$ cat config.mk
export PLATFORM = sky130hd
export DESIGN_NAME = ps2_kbd_rx_flat
export DESIGN_NICKNAME = d
export VERILOG_FILES = /design/src/rtl/hid_pkg.sv /design/src/rtl/ps2_kbd_rx_if.sv /design/src/rtl/ps2_filter.sv /design/src/rtl/ps2_kbd_rx.sv /design/src/flat_wrapper.sv
export SDC_FILE = /design/constraint.sdc
export NUM_CORES = 1
export LEC_CHECK = 0
export BUFFER_PORTS_ARGS = -buffer_cell sky130_fd_sc_hd__buf_2
export CAP_MARGIN = 20
export CORE_MARGIN = 4
export CORE_UTILIZATION = 25
export CTS_CLUSTER_DIAMETER = 100
export DETAILED_ROUTE_END_ITERATION = 16
export GPL_ROUTABILITY_DRIVEN = 0
export PLACE_DENSITY = 0.5
export SLEW_MARGIN = 10
export SYNTH_ARGS = -nofsm -noshare
export SYNTH_HDL_FRONTEND = slang
export SYNTH_SLANG_ARGS = --single-unit
$ cat constraint.sdc
create_clock -name clk_i -period 5.15 [get_ports clk_i]
set_input_delay 0.2575 -clock clk_i [delete_from_list [all_inputs] [get_ports clk_i]]
set_output_delay 0.2575 -clock clk_i [all_outputs]
set_load 0.02 [all_outputs]
$ cat src/rtl/hid_pkg.sv
// Shared types and constants for the PS/2 keyboard receive path.
// Latency: n/a (declarations only).
// Backpressure: n/a.
package hid_pkg;

    // Device-to-host frame deframer states
    typedef enum logic [1:0] {
        IDLE   = 2'd0,
        DATA   = 2'd1,
        PARITY = 2'd2,
        STOP   = 2'd3
    } ps2_state_e;

    // Scan-code prefixes absorbed by the receiver
    localparam logic [7:0] PS2_PFX_EXT = 8'hE0;
    localparam logic [7:0] PS2_PFX_BRK = 8'hF0;

    // PS/2 uses odd parity over the 8 data bits plus the parity bit
    function automatic logic ps2_parity_ok(input logic [7:0] dat, input logic par);
        return ^{dat, par};
    endfunction

endpackage

$ cat src/rtl/ps2_kbd_rx_if.sv
// Scan-code write bundle from the PS/2 receiver into the HID scan FIFO.
// Latency: n/a (wires only).
// Backpressure: none; scan_valid_o is a write strobe the FIFO must accept.
interface ps2_kbd_rx_if;
    logic       scan_valid_o;
    logic [7:0] scan_code_o;
    logic       scan_released_o;
    logic       scan_extended_o;
    logic       parity_err_o;
    logic       frame_err_o;

    // Receiver drives the bundle
    modport master (
        output scan_valid_o, scan_code_o, scan_released_o, scan_extended_o,
               parity_err_o, frame_err_o
    );

    // FIFO / status logic consumes it
    modport slave (
        input  scan_valid_o, scan_code_o, scan_released_o, scan_extended_o,
               parity_err_o, frame_err_o
    );
endinterface

$ cat src/rtl/ps2_filter.sv
// Two-flop synchroniser plus stability filter for one PS/2 line.
// Latency: 2 sync cycles + FILTER_LEN stable cycles before filt_o follows.
// Backpressure: none; free-running.
module ps2_filter #(
    parameter int FILTER_LEN = 8
) (
    input  logic clk_i,
    input  logic rst_ni,
    input  logic pin_i,
    output logic filt_o
);

    localparam int              CW       = (FILTER_LEN > 1) ? $clog2(FILTER_LEN) : 1;
    localparam logic [CW-1:0]   CNT_LAST = CW'(FILTER_LEN - 1);

    logic          sync1_q;
    logic          sync2_q;
    logic [CW-1:0] cnt_q;
    logic          filt_q;

    // Synchronise the raw pin; idle PS/2 lines are high so reset to 1
    always_ff @(posedge clk_i or negedge rst_ni) begin
        if (!rst_ni) begin
            sync1_q <= 1'b1;
            sync2_q <= 1'b1;
        end else begin
            sync1_q <= pin_i;
            sync2_q <= sync1_q;
        end
    end

    // Count consecutive samples that differ from the filtered value; any
    // return to the filtered value restarts the count
    always_ff @(posedge clk_i or negedge rst_ni) begin
        if (!rst_ni) begin
            cnt_q  <= '0;
            filt_q <= 1'b1;
        end else if (sync2_q == filt_q) begin
            cnt_q  <= '0;
        end else if (cnt_q == CNT_LAST) begin
            cnt_q  <= '0;
            filt_q <= sync2_q;
        end else begin
            cnt_q  <= cnt_q + CW'(1);
        end
    end

    assign filt_o = filt_q;

endmodule

$ cat src/rtl/ps2_kbd_rx.sv
// PS/2 keyboard receiver: deframes 11-bit frames, checks parity, strips E0/F0 prefixes.
// Latency: valid/error pulse 1 cycle after the filtered stop-bit sample event.
// Backpressure: none; one scan_valid_o write per key event, FIFO must accept it.
module ps2_kbd_rx
    import hid_pkg::*;
#(
    parameter int FILTER_LEN     = 8,
    parameter int TIMEOUT_CYCLES = 100000
) (
    input  logic            clk_i,
    input  logic            rst_ni,
    input  logic            ps2_clk_i,
    input  logic            ps2_data_i,
    ps2_kbd_rx_if.master    kbd
);

    localparam int            TW       = $clog2(TIMEOUT_CYCLES + 1);
    localparam logic [TW-1:0] TMO_LAST = TW'(TIMEOUT_CYCLES - 1);

    logic ps2_clk_filt;
    logic ps2_dat_filt;
    logic ps2_clk_prev_q;
    logic sample;

    ps2_filter #(.FILTER_LEN(FILTER_LEN)) u_clk_filt (
        .clk_i  (clk_i),
        .rst_ni (rst_ni),
        .pin_i  (ps2_clk_i),
        .filt_o (ps2_clk_filt)
    );

    ps2_filter #(.FILTER_LEN(FILTER_LEN)) u_dat_filt (
        .clk_i  (clk_i),
        .rst_ni (rst_ni),
        .pin_i  (ps2_data_i),
        .filt_o (ps2_dat_filt)
    );

    // Remember the previous filtered clock to find falling edges
    always_ff @(posedge clk_i or negedge rst_ni) begin
        if (!rst_ni) ps2_clk_prev_q <= 1'b1;
        else         ps2_clk_prev_q <= ps2_clk_filt;
    end

    assign sample = ps2_clk_prev_q & ~ps2_clk_filt;

    ps2_state_e    state_q,   state_d;
    logic [7:0]    shift_q,   shift_d;
    logic [2:0]    bit_cnt_q, bit_cnt_d;
    logic          par_q,     par_d;
    logic [TW-1:0] tmo_q,     tmo_d;
    logic          ext_q,     ext_d;
    logic          rel_q,     rel_d;
    logic          vld_q,     vld_d;
    logic [7:0]    code_q,    code_d;
    logic          code_rel_q, code_rel_d;
    logic          code_ext_q, code_ext_d;
    logic          perr_q,    perr_d;
    logic          ferr_q,    ferr_d;

    // State and output registers; everything clears on reset so a partial
    // frame is silently discarded
    always_ff @(posedge clk_i or negedge rst_ni) begin
        if (!rst_ni) begin
            state_q    <= IDLE;
            shift_q    <= '0;
            bit_cnt_q  <= '0;
            par_q      <= 1'b0;
            tmo_q      <= '0;
            ext_q      <= 1'b0;
            rel_q      <= 1'b0;
            vld_q      <= 1'b0;
            code_q     <= '0;
            code_rel_q <= 1'b0;
            code_ext_q <= 1'b0;
            perr_q     <= 1'b0;
            ferr_q     <= 1'b0;
        end else begin
            state_q    <= state_d;
            shift_q    <= shift_d;
            bit_cnt_q  <= bit_cnt_d;
            par_q      <= par_d;
            tmo_q      <= tmo_d;
            ext_q      <= ext_d;
            rel_q      <= rel_d;
            vld_q      <= vld_d;
            code_q     <= code_d;
            code_rel_q <= code_rel_d;
            code_ext_q <= code_ext_d;
            perr_q     <= perr_d;
            ferr_q     <= ferr_d;
        end
    end

    // Frame deframer, timeout supervision and prefix absorption
    always_comb begin
        state_d    = state_q;
        shift_d    = shift_q;
        bit_cnt_d  = bit_cnt_q;
        par_d      = par_q;
        tmo_d      = (state_q == IDLE) ? '0 : tmo_q + TW'(1);
        ext_d      = ext_q;
        rel_d      = rel_q;
        vld_d      = 1'b0;
        code_d     = code_q;
        code_rel_d = code_rel_q;
        code_ext_d = code_ext_q;
        perr_d     = 1'b0;
        ferr_d     = 1'b0;

        // Timeout wins over a coincident sample event
        if (state_q != IDLE && tmo_q == TMO_LAST) begin
            ferr_d  = 1'b1;
            ext_d   = 1'b0;
            rel_d   = 1'b0;
            tmo_d   = '0;
            state_d = IDLE;
        end else if (sample) begin
            tmo_d = '0;
            unique case (state_q)
                IDLE: begin
                    // High data on a falling edge is noise, not a start bit
                    if (!ps2_dat_filt) begin
                        shift_d   = '0;
                        bit_cnt_d = '0;
                        state_d   = DATA;
                    end
                end
                DATA: begin
                    shift_d   = {ps2_dat_filt, shift_q[7:1]};
                    bit_cnt_d = bit_cnt_q + 3'd1;
                    if (bit_cnt_q == 3'd7) state_d = PARITY;
                end
                PARITY: begin
                    par_d   = ps2_dat_filt;
                    state_d = STOP;
                end
                STOP: begin
                    state_d = IDLE;
                    if (!ps2_dat_filt) begin
                        ferr_d = 1'b1;
                        ext_d  = 1'b0;
                        rel_d  = 1'b0;
                    end else if (!ps2_parity_ok(shift_q, par_q)) begin
                        perr_d = 1'b1;
                        ext_d  = 1'b0;
                        rel_d  = 1'b0;
                    end else if (shift_q == PS2_PFX_EXT) begin
                        ext_d = 1'b1;
                    end else if (shift_q == PS2_PFX_BRK) begin
                        rel_d = 1'b1;
                    end else begin
                        vld_d      = 1'b1;
                        code_d     = shift_q;
                        code_rel_d = rel_q;
                        code_ext_d = ext_q;
                        ext_d      = 1'b0;
                        rel_d      = 1'b0;
                    end
                end
                default: state_d = IDLE;
            endcase
        end
    end

    assign kbd.scan_valid_o    = vld_q;
    assign kbd.scan_code_o     = code_q;
    assign kbd.scan_released_o = code_rel_q;
    assign kbd.scan_extended_o = code_ext_q;
    assign kbd.parity_err_o    = perr_q;
    assign kbd.frame_err_o     = ferr_q;

endmodule

$ cat src/flat_wrapper.sv
// flat-port wrapper written by rule: the top's interface ports become plain ports
module ps2_kbd_rx_flat import hid_pkg::*;
#(
    parameter int FILTER_LEN     = 8,
    parameter int TIMEOUT_CYCLES = 100000
)
  (clk_i, rst_ni, ps2_clk_i, ps2_data_i, kbd_scan_valid_o, kbd_scan_code_o, kbd_scan_released_o, kbd_scan_extended_o, kbd_parity_err_o, kbd_frame_err_o);
  ps2_kbd_rx_if kbd_i ();
  input  logic clk_i;
  input  logic rst_ni;
  input  logic ps2_clk_i;
  input  logic ps2_data_i;
  output wire logic [$bits(kbd_i.scan_valid_o)-1:0] kbd_scan_valid_o;
  output wire logic [$bits(kbd_i.scan_code_o)-1:0] kbd_scan_code_o;
  output wire logic [$bits(kbd_i.scan_released_o)-1:0] kbd_scan_released_o;
  output wire logic [$bits(kbd_i.scan_extended_o)-1:0] kbd_scan_extended_o;
  output wire logic [$bits(kbd_i.parity_err_o)-1:0] kbd_parity_err_o;
  output wire logic [$bits(kbd_i.frame_err_o)-1:0] kbd_frame_err_o;
  assign kbd_scan_valid_o = kbd_i.scan_valid_o;
  assign kbd_scan_code_o = kbd_i.scan_code_o;
  assign kbd_scan_released_o = kbd_i.scan_released_o;
  assign kbd_scan_extended_o = kbd_i.scan_extended_o;
  assign kbd_parity_err_o = kbd_i.parity_err_o;
  assign kbd_frame_err_o = kbd_i.frame_err_o;
  ps2_kbd_rx #(.FILTER_LEN(FILTER_LEN), .TIMEOUT_CYCLES(TIMEOUT_CYCLES)) u_core (.clk_i(clk_i), .rst_ni(rst_ni), .ps2_clk_i(ps2_clk_i), .ps2_data_i(ps2_data_i), .kbd(kbd_i));
endmodule
==> flow_summary.yaml, run 1 <==
outcome:
  outcome: "finished clean"
synth:
  synth_top_area_share_pct: 48.44
  synth_area_sq_um: 2686
  synth_ff_type: "dfrtp_1"
  syn_nets: 235
  synth_edf_count: 0
  syn_inst: 220
  yosysTopAreaCell: "dfrtp_1"
  yosysSeqAreaShare_pct: 55.29
  synth_seq_cells: 59
  ys_async_sr_fraction_pct: 100.0
  synth_cell_types: 38
  avgSynthCellArea_sq_um: 12.21
  ys_warn_count: 0
  synth_area_leaders: "dfrtp_1, dfstp_2, ha_1, mux2_4, xor2_1"
drt:
  wirelength_mm: 4.668
  postRouteAntennaNets: 0
  avgViaCountPerCell: 4.274
  drc: 0
  vias: 1637
  wl_per_cell_um: 12.19
  drt_first_pass_iters: 4
  first_iter_violations: 60
global_routing:
  overflow: 0
  antenna_found_initial: 0
  grt_pass1_wl_mm: 8.349
  grt_max_degree: 60
  grt_pass1_vias: 1772
  grt_use_total_pct: 8.245
hold_path:
  hold_path.class: "in2reg"
  worstHoldPathCells: 1
  hold_end: "u_core.u_clk_filt.sync1_q"
  hold_start: "ps2_clk_i"
power_and_ir_drop:
  ir_worst_vdd_uv: 108.7
  p_leak_nw: 1.487
  finalPower_mw: 1.215
  power_density_nw_per_um2: 390.8
setup_path:
  critPathMaxFanout: 10
  cp.required_ns: 5.37
  r2r.worst_path.cells: 5
  r2r-end: "u_core.kbd.scan_extended_o"
  arrival_ns: 2.55
  start_kind: "register"
  setup.worst_path.start: "u_core.ps2_clk_prev_q"
  r2r_start: "u_core.ps2_clk_prev_q"
  path_class: "reg2reg"
  crit_path_end_kind: "register"
  r2r_setup_slack_ns: 2.82
layout:
  nets: 257
  diodes: 0
  area_growth_pct: 15.74
  fill_cells: 1081
  drive_above_1_share_pct: 23.48
floorplanning:
  dieArea_sq_um: 12470
  ios: 17
  die_x_um: 111.7
  core-area_sq_um: 10420
  initial_core_util_pct: 25.79
  rows: 37
  fp.dieH_um: 111.7
clock_network:
  clock_latency_ns: 0.34
  cts_inserted_buffers: 9
  htree_levels: 3
  cts-root-buf: "clkbuf_8"
  post-cts-setup-buffer-count: 0
  cts_tree: "built"
  cts_resized: 0
  clk_pin_slew_ns: 0.07
  numClockSinks: 59
  clockBufferDepth: 2
timing:
  max_freq_ghz: 0.4294
  fin_skew_ns: 0.01164
  drv_slew: 0
  setup_violations: 0
  fin_tns_setup_ns: 0
  relSlewSlack_pct: 49.53
  fin_crit_sh_pct: 45.22
  fin_crit_ns: 2.329
  tightest_slew_ns: 0.7570
  hold_ws_ns: 0.02481
  timing_hold_violations_final: 0
  rsz0062_at_grt: "false"
placed_design:
  post-dp-hpwl_mm: 3.059
  io_buffers: 16
run:
  max_cap_viol_count: 0
## how the worst max path moves through the flow
| stage | to | slack (ns) | cells after the start |
|---|---|---|---|
| 4_1_cts | u_core.kbd.scan_extended_o | 2.80 | 7 |
| 5_1_grt | u_core.kbd.scan_released_o | 2.59 | 5 |
| 2_1_floorplan | u_core.shift_q[4] | 3.24 | 7 |
| 3_5_place_dp | u_core.kbd.scan_code_o[2] | 2.83 | 7 |
| 3_3_place_gp | u_core.kbd.scan_extended_o | 2.87 | 5 |
| 6_report | u_core.kbd.scan_extended_o | 2.82 | 5 |
## flip-flops by register name (all words and copies together), names as in the netlist, 2 cells and up
register and count:
u_core.bit_cnt_q 3, u_core.kbd.scan_code_o 8, u_core.shift_q 8, u_core.state_q 2
u_core.tmo_q 17, u_core.u_clk_filt.cnt_q 3, u_core.u_dat_filt.cnt_q 3
## per-stage QoR
step / util [%] / instances / worst slack (ns) / instance area [sq um]
6_report: 29.85 / 383 / 2.821 / 3109
5_1_grt: 29.85 / 383 / 2.590 / 3109
4_1_cts: 29.75 / 382 / 2.801 / 3099
3_5_place_dp: 27.86 / 366 / 2.827 / 2902
3_3_place_gp: 27.86 / 366 / 2.871 / 2902
2_1_floorplan: - / 220 / 3.237 / 2686
## what timing repair did
item	4_1_cts	5_1_grt
endpoints found under the hold margin	0	1
endpoints found under the setup margin	0	0
hold buffers	0	1
## where the power goes
part / switching [mW] / internal, mW / total (mW) / leakage (nW)
clock: 0.173 / 0.250 / 0.423 / 0.101
sequential: 0.0463 / 0.530 / 0.577 / 0.786
combinational: 0.128 / 0.0880 / 0.216 / 0.600
total: 0.347 / 0.868 / 1.21 / 1.49
## placed cells by master (no fill, tap or decap), types with 2 or more instances in the layout
cell	count
and3_1	7
xor2_1	13
clkbuf_8	11
buf_2	16
nor2b_1	2
nor3b_1	2
dfrtp_1	52
nand2_1	8
dfstp_2	7
mux2_4	9
buf_4	2
mux2_2	4
nor2_1	20
xnor2_2	2
a21oi_1	4
and2_1	5
or3_1	2
xnor2_1	10
clkbuf_1	3
nor3_1	2
inv_1	7
and4_1	3
a31oi_1	3
nand3_1	13
o21ai_0	4
ha_1	11
a22o_1	10
## worst max-delay path, stage by stage (launching register included)
cell	delay (ns)
dfstp_2	0.51
nor2b_1	0.36
nand3_1	0.13
a31oi_1	0.29
o211a_1	0.56
mux2_4	0.34
## logic make-up after synthesis
logic type / share of synthesized area, %
adders and majority gates: 5.123
and+or+nand+nor: 14.76
xor gates and xnor gates: 8.710
muxes: 6.707
buffers and inverters: 2.841
AOI/OAI and AO/OA: 6.567
DFF: 55.29
## cells in the mapped netlist, types with 4 or more instances
master and instances:
dfrtp_1 52, buf_2 4, nand2_1 8, nor2_1 20
and2_1 5, inv_1 7, xor2_1 13, nand3_1 13
and3_1 7, xnor2_1 10, mux2_2 4, mux2_4 9
a21oi_1 4, dfstp_2 7, o21ai_0 4, ha_1 11
a22o_1 10
## per-layer routing
layer / up-vias / track usage (%) / part of all wire (%)
met4: 0 / 3.650 / 2.0
met1: 802 / 10.13 / 48
met3: 11 / 3.152 / 4.1
met2: 20 / 12.87 / 46
li1: 804 / - / -
met5: - / 0 / 0
## cell type report
type                    instances  area [sq um]  share of cell area (%)
clock buffers                  14         162.7                   5.231
inverters                       7         26.28                  0.8451
multi-input cells             146          1125                   36.18
flip-flops and latches         59          1485                   47.77
well taps                     136         170.2                   5.473
clock inverters                 2         35.03                   1.127
repair buffers                 19         105.1                   3.380
Power figures use the tool's default switching activity.
==> run 2, diff against run 1 <==
clock period = 2.4 ns   (was 5.15 ns; I/O delays follow)
==> run 2 against run 1 <==
Non-clock buffer count increased by 6. Critical path depth increased by 3. Utilization increased by 0.54 points. Clock skew about the same. Register-to-register slack got worse by 2.5 ns. Via count increased by 1.9%. Cell count increased by 1.6%. Setup slack got worse by 2.5 ns. Flip-flop and latch count unchanged. Critical endpoint is now u_core.kbd.scan_code_o[2]. Largest cell class unchanged. Largest power group unchanged. Highest routed layer unchanged.
==> flow_summary.yaml, run 2 (same netlist as run 1, synthesis figures left out) <==
layout:
  diodes: 0
  instances_no_fill: 389
  nets: 263
  multiInputGateArea_sq_um: 1125
  area_growth_pct: 17.84
  drive_above_1_share_pct: 25.30
  final_common_cell: "dfrtp_1"
  register_area_sq_um: 1485
  finalInstanceArea_sq_um: 3166
  layout_common_cells: "dfrtp_1, nor2_1, buf_2"
  regMostFlops: "u_core.tmo_q"
  largest_reg_flops: 17
  fin_util_pct: 30.39
  fill_cells: 1062
floorplanning:
  ios: 17
  die_x_um: 111.7
  dieArea_sq_um: 12470
  initial_core_util_pct: 25.79
  fp.dieH_um: 111.7
  core-area_sq_um: 10420
  rows: 37
timing:
  fin_skew_ns: 0.01170
  timing_hold_violations_final: 0
  fin_tns_setup_ns: 0
  relSlewSlack_pct: 50.20
  fin_crit_sh_pct: 88.57
  drv_slew: 0
  fin_crit_ns: 2.126
  tightest_slew_ns: 0.7470
  setup_violations: 0
  rsz0062_at_grt: "false"
  max_freq_ghz: 0.4704
clock_network:
  numClockSinks: 59
  clockBufferDepth: 2
  cts_tree: "built"
  htree_levels: 3
  cts-root-buf: "clkbuf_8"
  clk_pin_slew_ns: 0.06
  cts_resized: 0
  clock_latency_ns: 0.34
  cts_inserted_buffers: 9
setup_path:
  crit_path_end_kind: "register"
  slowest_delay_ns: 0.40
  path_depth: 8
  critPathMaxFanout: 7
  critical-path-top-delay-family: "compound AO/OA/AOI/OAI gates"
  path_class: "reg2reg"
  r2r.worst_path.cells: 8
  r2r_setup_slack_ns: 0.27
  start_kind: "register"
  path_buf_inv: 2
  arrival_ns: 2.34
  cp.required_ns: 2.62
  crit_path_top_delay_cell: "dfrtp_1"
  crit_path_cell_trace: "inv_1, ha_1, nand4bb_1, nor2_4, a31oi_1, o211a_1, buf_4, mux2_4"
drt:
  drt_first_pass_iters: 4
  postRouteAntennaNets: 0
  wirelength_mm: 4.635
  avgViaCountPerCell: 4.288
  drc: 0
  wl_per_cell_um: 11.92
  vias: 1668
  first_iter_violations: 84
global_routing:
  grt_pass1_vias: 1643
  grt_pass1_wl_mm: 7.948
  grt_use_total_pct: 7.995
  overflow: 0
  grt_max_degree: 60
  antenna_found_initial: 0
power_and_ir_drop:
  p_leak_nw: 1.522
  power_density_nw_per_um2: 838.5
  ir_worst_vdd_uv: 282.7
hold_path:
  worstHoldPathCells: 0
  hold_path.class: "reg2reg"
placed_design:
  post-dp-hpwl_mm: 3.123
  io_buffers: 16
  dp.cells: 370
  post_dp_cell_area_sq_um: 2932
run:
  max_cap_viol_count: 0
outcome:
  outcome: "finished clean"
[run 2: cell types whose count changed in the layout (fill, tap and decap cells not counted)]
cell | previous run | this run
clkinv_2 | 1 | 2
buf_4 | 2 | 6
clkinv_4 | 0 | 1
dlygate4sd3_1 | 1 | 3
clkbuf_1 | 3 | 1
[run 2: stage by stage]
stage | total power [mW] | worst slack [ns] | hold slack, ns
after floorplan | 1.619 | 0.4867 | -0.1756
after global placement | 1.755 | 0.3368 | 0.2267
after detailed placement | 1.760 | 0.3121 | 0.2262
after CTS | 2.702 | 0.2958 | 0.3572
after global routing | 2.848 | 0.1685 | 0.3592
final | 2.654 | 0.2743 | 0.3563
[run 2: repair_timing]
action	CTS	global route
setup buffers	0	0
hold endpoints to repair	54	0
hold buffers	3	0
[run 2: path summary, 6_finish.rpt]
kind	start	endpoint
setup / recovery	u_core.state_q[0]	u_core.kbd.scan_code_o[2]
hold reg to reg	u_core.u_clk_filt.sync1_q	u_core.u_clk_filt.sync2_q
max in group asynchronous	rst_ni	u_core.tmo_q[4]
hold / removal	u_core.u_clk_filt.sync1_q	u_core.u_clk_filt.sync2_q
setup reg to reg	u_core.state_q[0]	u_core.kbd.scan_code_o[2]
min in group asynchronous	rst_ni	u_core.u_clk_filt.cnt_q[2]
[run 2: worst register-to-register path, delay by kind of cell (launching register included)]
kind                       cells  cell delay (ns)
adders and majority gates      1             0.22
DFF                            1             0.40
AOI/OAI and AO/OA              2             0.53
muxes                          1             0.31
and+or+nand+nor                2             0.26
buffers and inverters          2             0.29
[run 2: cell type report]
| class | instances | area share (%) |
|---|---|---|
| Multi-Input combinational cell | 146 | 35.53 |
| Timing Repair Buffer | 25 | 4.901 |
| Sequential cell | 59 | 46.92 |
| Tap cell | 136 | 5.375 |
| Inverter | 7 | 0.8300 |
| Clock inverter | 4 | 1.542 |
| Clock buffer | 12 | 4.901 |
[run 2: per-layer routing]
| metal | wire length, um | part of all wire [%] | vias up | track usage, % |
|---|---|---|---|---|
| li1 | - | - | 818 | - |
| met4 | 100 | 2.2 | 0 | 4.136 |
| met1 | 2336 | 50 | 811 | 10.68 |
| met2 | 2002 | 43 | 28 | 11.35 |
| met5 | 0 | 0 | - | 0 |
| met3 | 196 | 4.2 | 11 | 2.826 |
[run 2: power by group]
group | leakage (nW) | internal [mW] | switching, mW
combinational | 0.629 | 0.216 | 0.285
clock | 0.106 | 0.535 | 0.382
sequential | 0.786 | 1.14 | 0.0991
==> run 3, diff against run 2 <==
BUFFER_PORTS_ARGS = default   (was -buffer_cell sky130_fd_sc_hd__buf_2)
CORE_UTILIZATION = 35   (was 25)
DONT_BUFFER_PORTS = 1   (was default)
PLACE_DENSITY = 0.59   (was 0.5)
==> run 3 against run 2 <==
First-iteration DRC count up 20%. Cell count down 14%. Clock-buffer cell count is 1 lower. Wire length shrank 2.0%. Final area fell by 4.4%. Via count is 4.0% lower. Critical endpoint is now u_core.kbd.scan_code_o[0]. Largest cell class unchanged.
==> flow_summary.yaml, run 3 (same netlist as run 1, synthesis figures left out) <==
power_and_ir_drop:
  seqPwrFrac_pct: 48.9
  p_int_mw: 1.779
  p_clk_share_pct: 31.4
  ir_worst_vdd_uv: 443.0
  power_density_nw_per_um2: 838.5
  p_leak_nw: 1.425
  combinationalPowerShare_pct: 19.6
  sw_frac_of_total_pct: 29.87
  power.net_switching_mw: 0.7576
setup_path:
  arrival_ns: 2.34
  path_buf_inv: 2
  crit_path_end_kind: "register"
  critPathMaxFanout: 10
  r2r_setup_slack_ns: 0.28
  crit_path_cell_trace: "inv_1, ha_1, nand4bb_1, nor2_4, a31oi_1, o211a_1, buf_4, mux2_4"
  path_class: "reg2reg"
  crit_path_top_delay_cell: "dfrtp_1"
  slowest_delay_ns: 0.40
  start_kind: "register"
  cp.required_ns: 2.62
  critical-path-top-delay-family: "compound AO/OA/AOI/OAI gates"
global_routing:
  grt_pass1_wl_mm: 8.121
  antenna_found_initial: 0
  overflow: 0
  grt_pass1_vias: 1723
  grtUsageMet1_pct: 13.89
  grtUsageMet2_pct: 18.36
  grt_use_total_pct: 11.67
  grt.busiest_layer: "met2"
  grt_use_met3_pct: 5.288
  grt_max_degree: 60
layout:
  finalInstanceArea_sq_um: 3025
  layout_common_cells: "dfrtp_1, nor2_1, xor2_1, nand3_1"
  diodes: 0
  largest_reg_flops: 17
  drive_above_1_share_pct: 20.00
  fill_cells: 712
  final_common_cell: "dfrtp_1"
  regMostFlops: "u_core.tmo_q"
  nets: 246
  area_growth_pct: 12.62
  fin_util_pct: 41.05
timing:
  max_freq_ghz: 0.4728
  fin_skew_ns: 0.008824
  setup_violations: 0
  fin_tns_setup_ns: 0
  fin_crit_sh_pct: 88.13
  tightest_slew_ns: 0.4612
  relSlewSlack_pct: 69.02
  fin_crit_ns: 2.115
  rsz0062_at_grt: "false"
  hold_ws_ns: 0.3206
  timing_hold_violations_final: 0
  drv_slew: 0
  fin_ws_ns: 0.2850
drt:
  wl_per_cell_um: 13.60
  wirelength_mm: 4.541
  postRouteAntennaNets: 0
  drt_first_pass_iters: 5
  vias: 1602
  first_iter_violations: 101
  drc: 0
  avgViaCountPerCell: 4.796
placed_design:
  post_dp_cell_area_sq_um: 2790
  post-dp-hpwl_mm: 3.062
  io_buffers: 0
  place_ws_ns: 0.2936
hold_path:
  hold_path.class: "in2async"
outcome:
  outcome: "finished clean"
clock_network:
  clock_latency_ns: 0.33
  htree_levels: 3
  cts_resized: 0
  clk_pin_slew_ns: 0.07
  cts_inserted_buffers: 9
  cts_tree: "built"
  cts-root-buf: "clkbuf_8"
  clockBufferDepth: 2
  numClockSinks: 59
floorplanning:
  rows: 31
  initial_core_util_pct: 36.45
  ios: 17
  dieArea_sq_um: 9141
  die_x_um: 95.61
  core-area_sq_um: 7370
  fp.dieH_um: 95.61
run:
  max_cap_viol_count: 0
run 3: cell types whose count changed in the layout (fill, tap and decap cells not counted):
cell / previous run / this run
bufinv_16: 1 / 0
clkbuf_1: 1 / 0
buf_4: 6 / 4
buf_16: 0 / 1
clkinvlp_4: 0 / 1
buf_2: 16 / 0
run 3: what timing repair did:
action / in CTS / in global routing
hold buffers: 4 / 0
buffers inserted: 0 / 0
endpoints found under the hold margin: 61 / 0
run 3: layout make-up:
type                            count  area (sq um)  area share [%]
Multi-Input combinational cell    146          1125           37.18
Inverter                            7         26.28          0.8685
Sequential cell                    59          1485           49.09
Clock buffer                       11         151.4           5.004
Timing Repair Buffer                8         87.58           2.895
Tap cell                           99         123.9           4.094
Clock inverter                      4         26.28          0.8685
run 3: stage by stage:
| step | power [mW] | std cells |
|---|---|---|
| after global placement | 1.722 | 315 |
| final | 2.537 | 334 |
| after detailed placement | 1.736 | 315 |
| after CTS | 2.582 | 334 |
| after floorplan | 1.619 | 220 |
| after global routing | 2.712 | 334 |
run 3: per-layer routing:
| layer | part of all wire [%] | vias to the layer above |
|---|---|---|
| li1 | - | 776 |
| met1 | 45 | 780 |
| met2 | 48 | 39 |
| met3 | 5.6 | 7 |
| met4 | 1.3 | 0 |
| met5 | 0 | - |
run 3: power groups by stage:
| stage | Sequential, mW | Clock (mW) | Combinational [mW] |
|---|---|---|---|
| 2_1_floorplan | 1.21 | 0 | 0.405 |
| 6_report | 1.24 | 0.797 | 0.498 |
| 4_1_cts | 1.24 | 0.830 | 0.509 |
| 5_1_grt | 1.26 | 0.874 | 0.575 |
| 3_5_place_dp | 1.26 | 0 | 0.475 |
| 3_3_place_gp | 1.25 | 0 | 0.469 |
run 3: worst paths after layout:
path                                                 from                         to  cells after the start
worst max-delay path                    u_core.state_q[0]  u_core.kbd.scan_code_o[0]                      8
worst min-delay path                               rst_ni  u_core.kbd.scan_code_o[2]                      2
worst max register to register          u_core.state_q[0]  u_core.kbd.scan_code_o[0]                      8
worst min register to register  u_core.u_dat_filt.sync1_q  u_core.u_dat_filt.sync2_q                      0
max in group asynchronous                          rst_ni   u_core.u_dat_filt.filt_o                      2
min in group clk_i                             ps2_data_i  u_core.u_dat_filt.sync1_q                      1
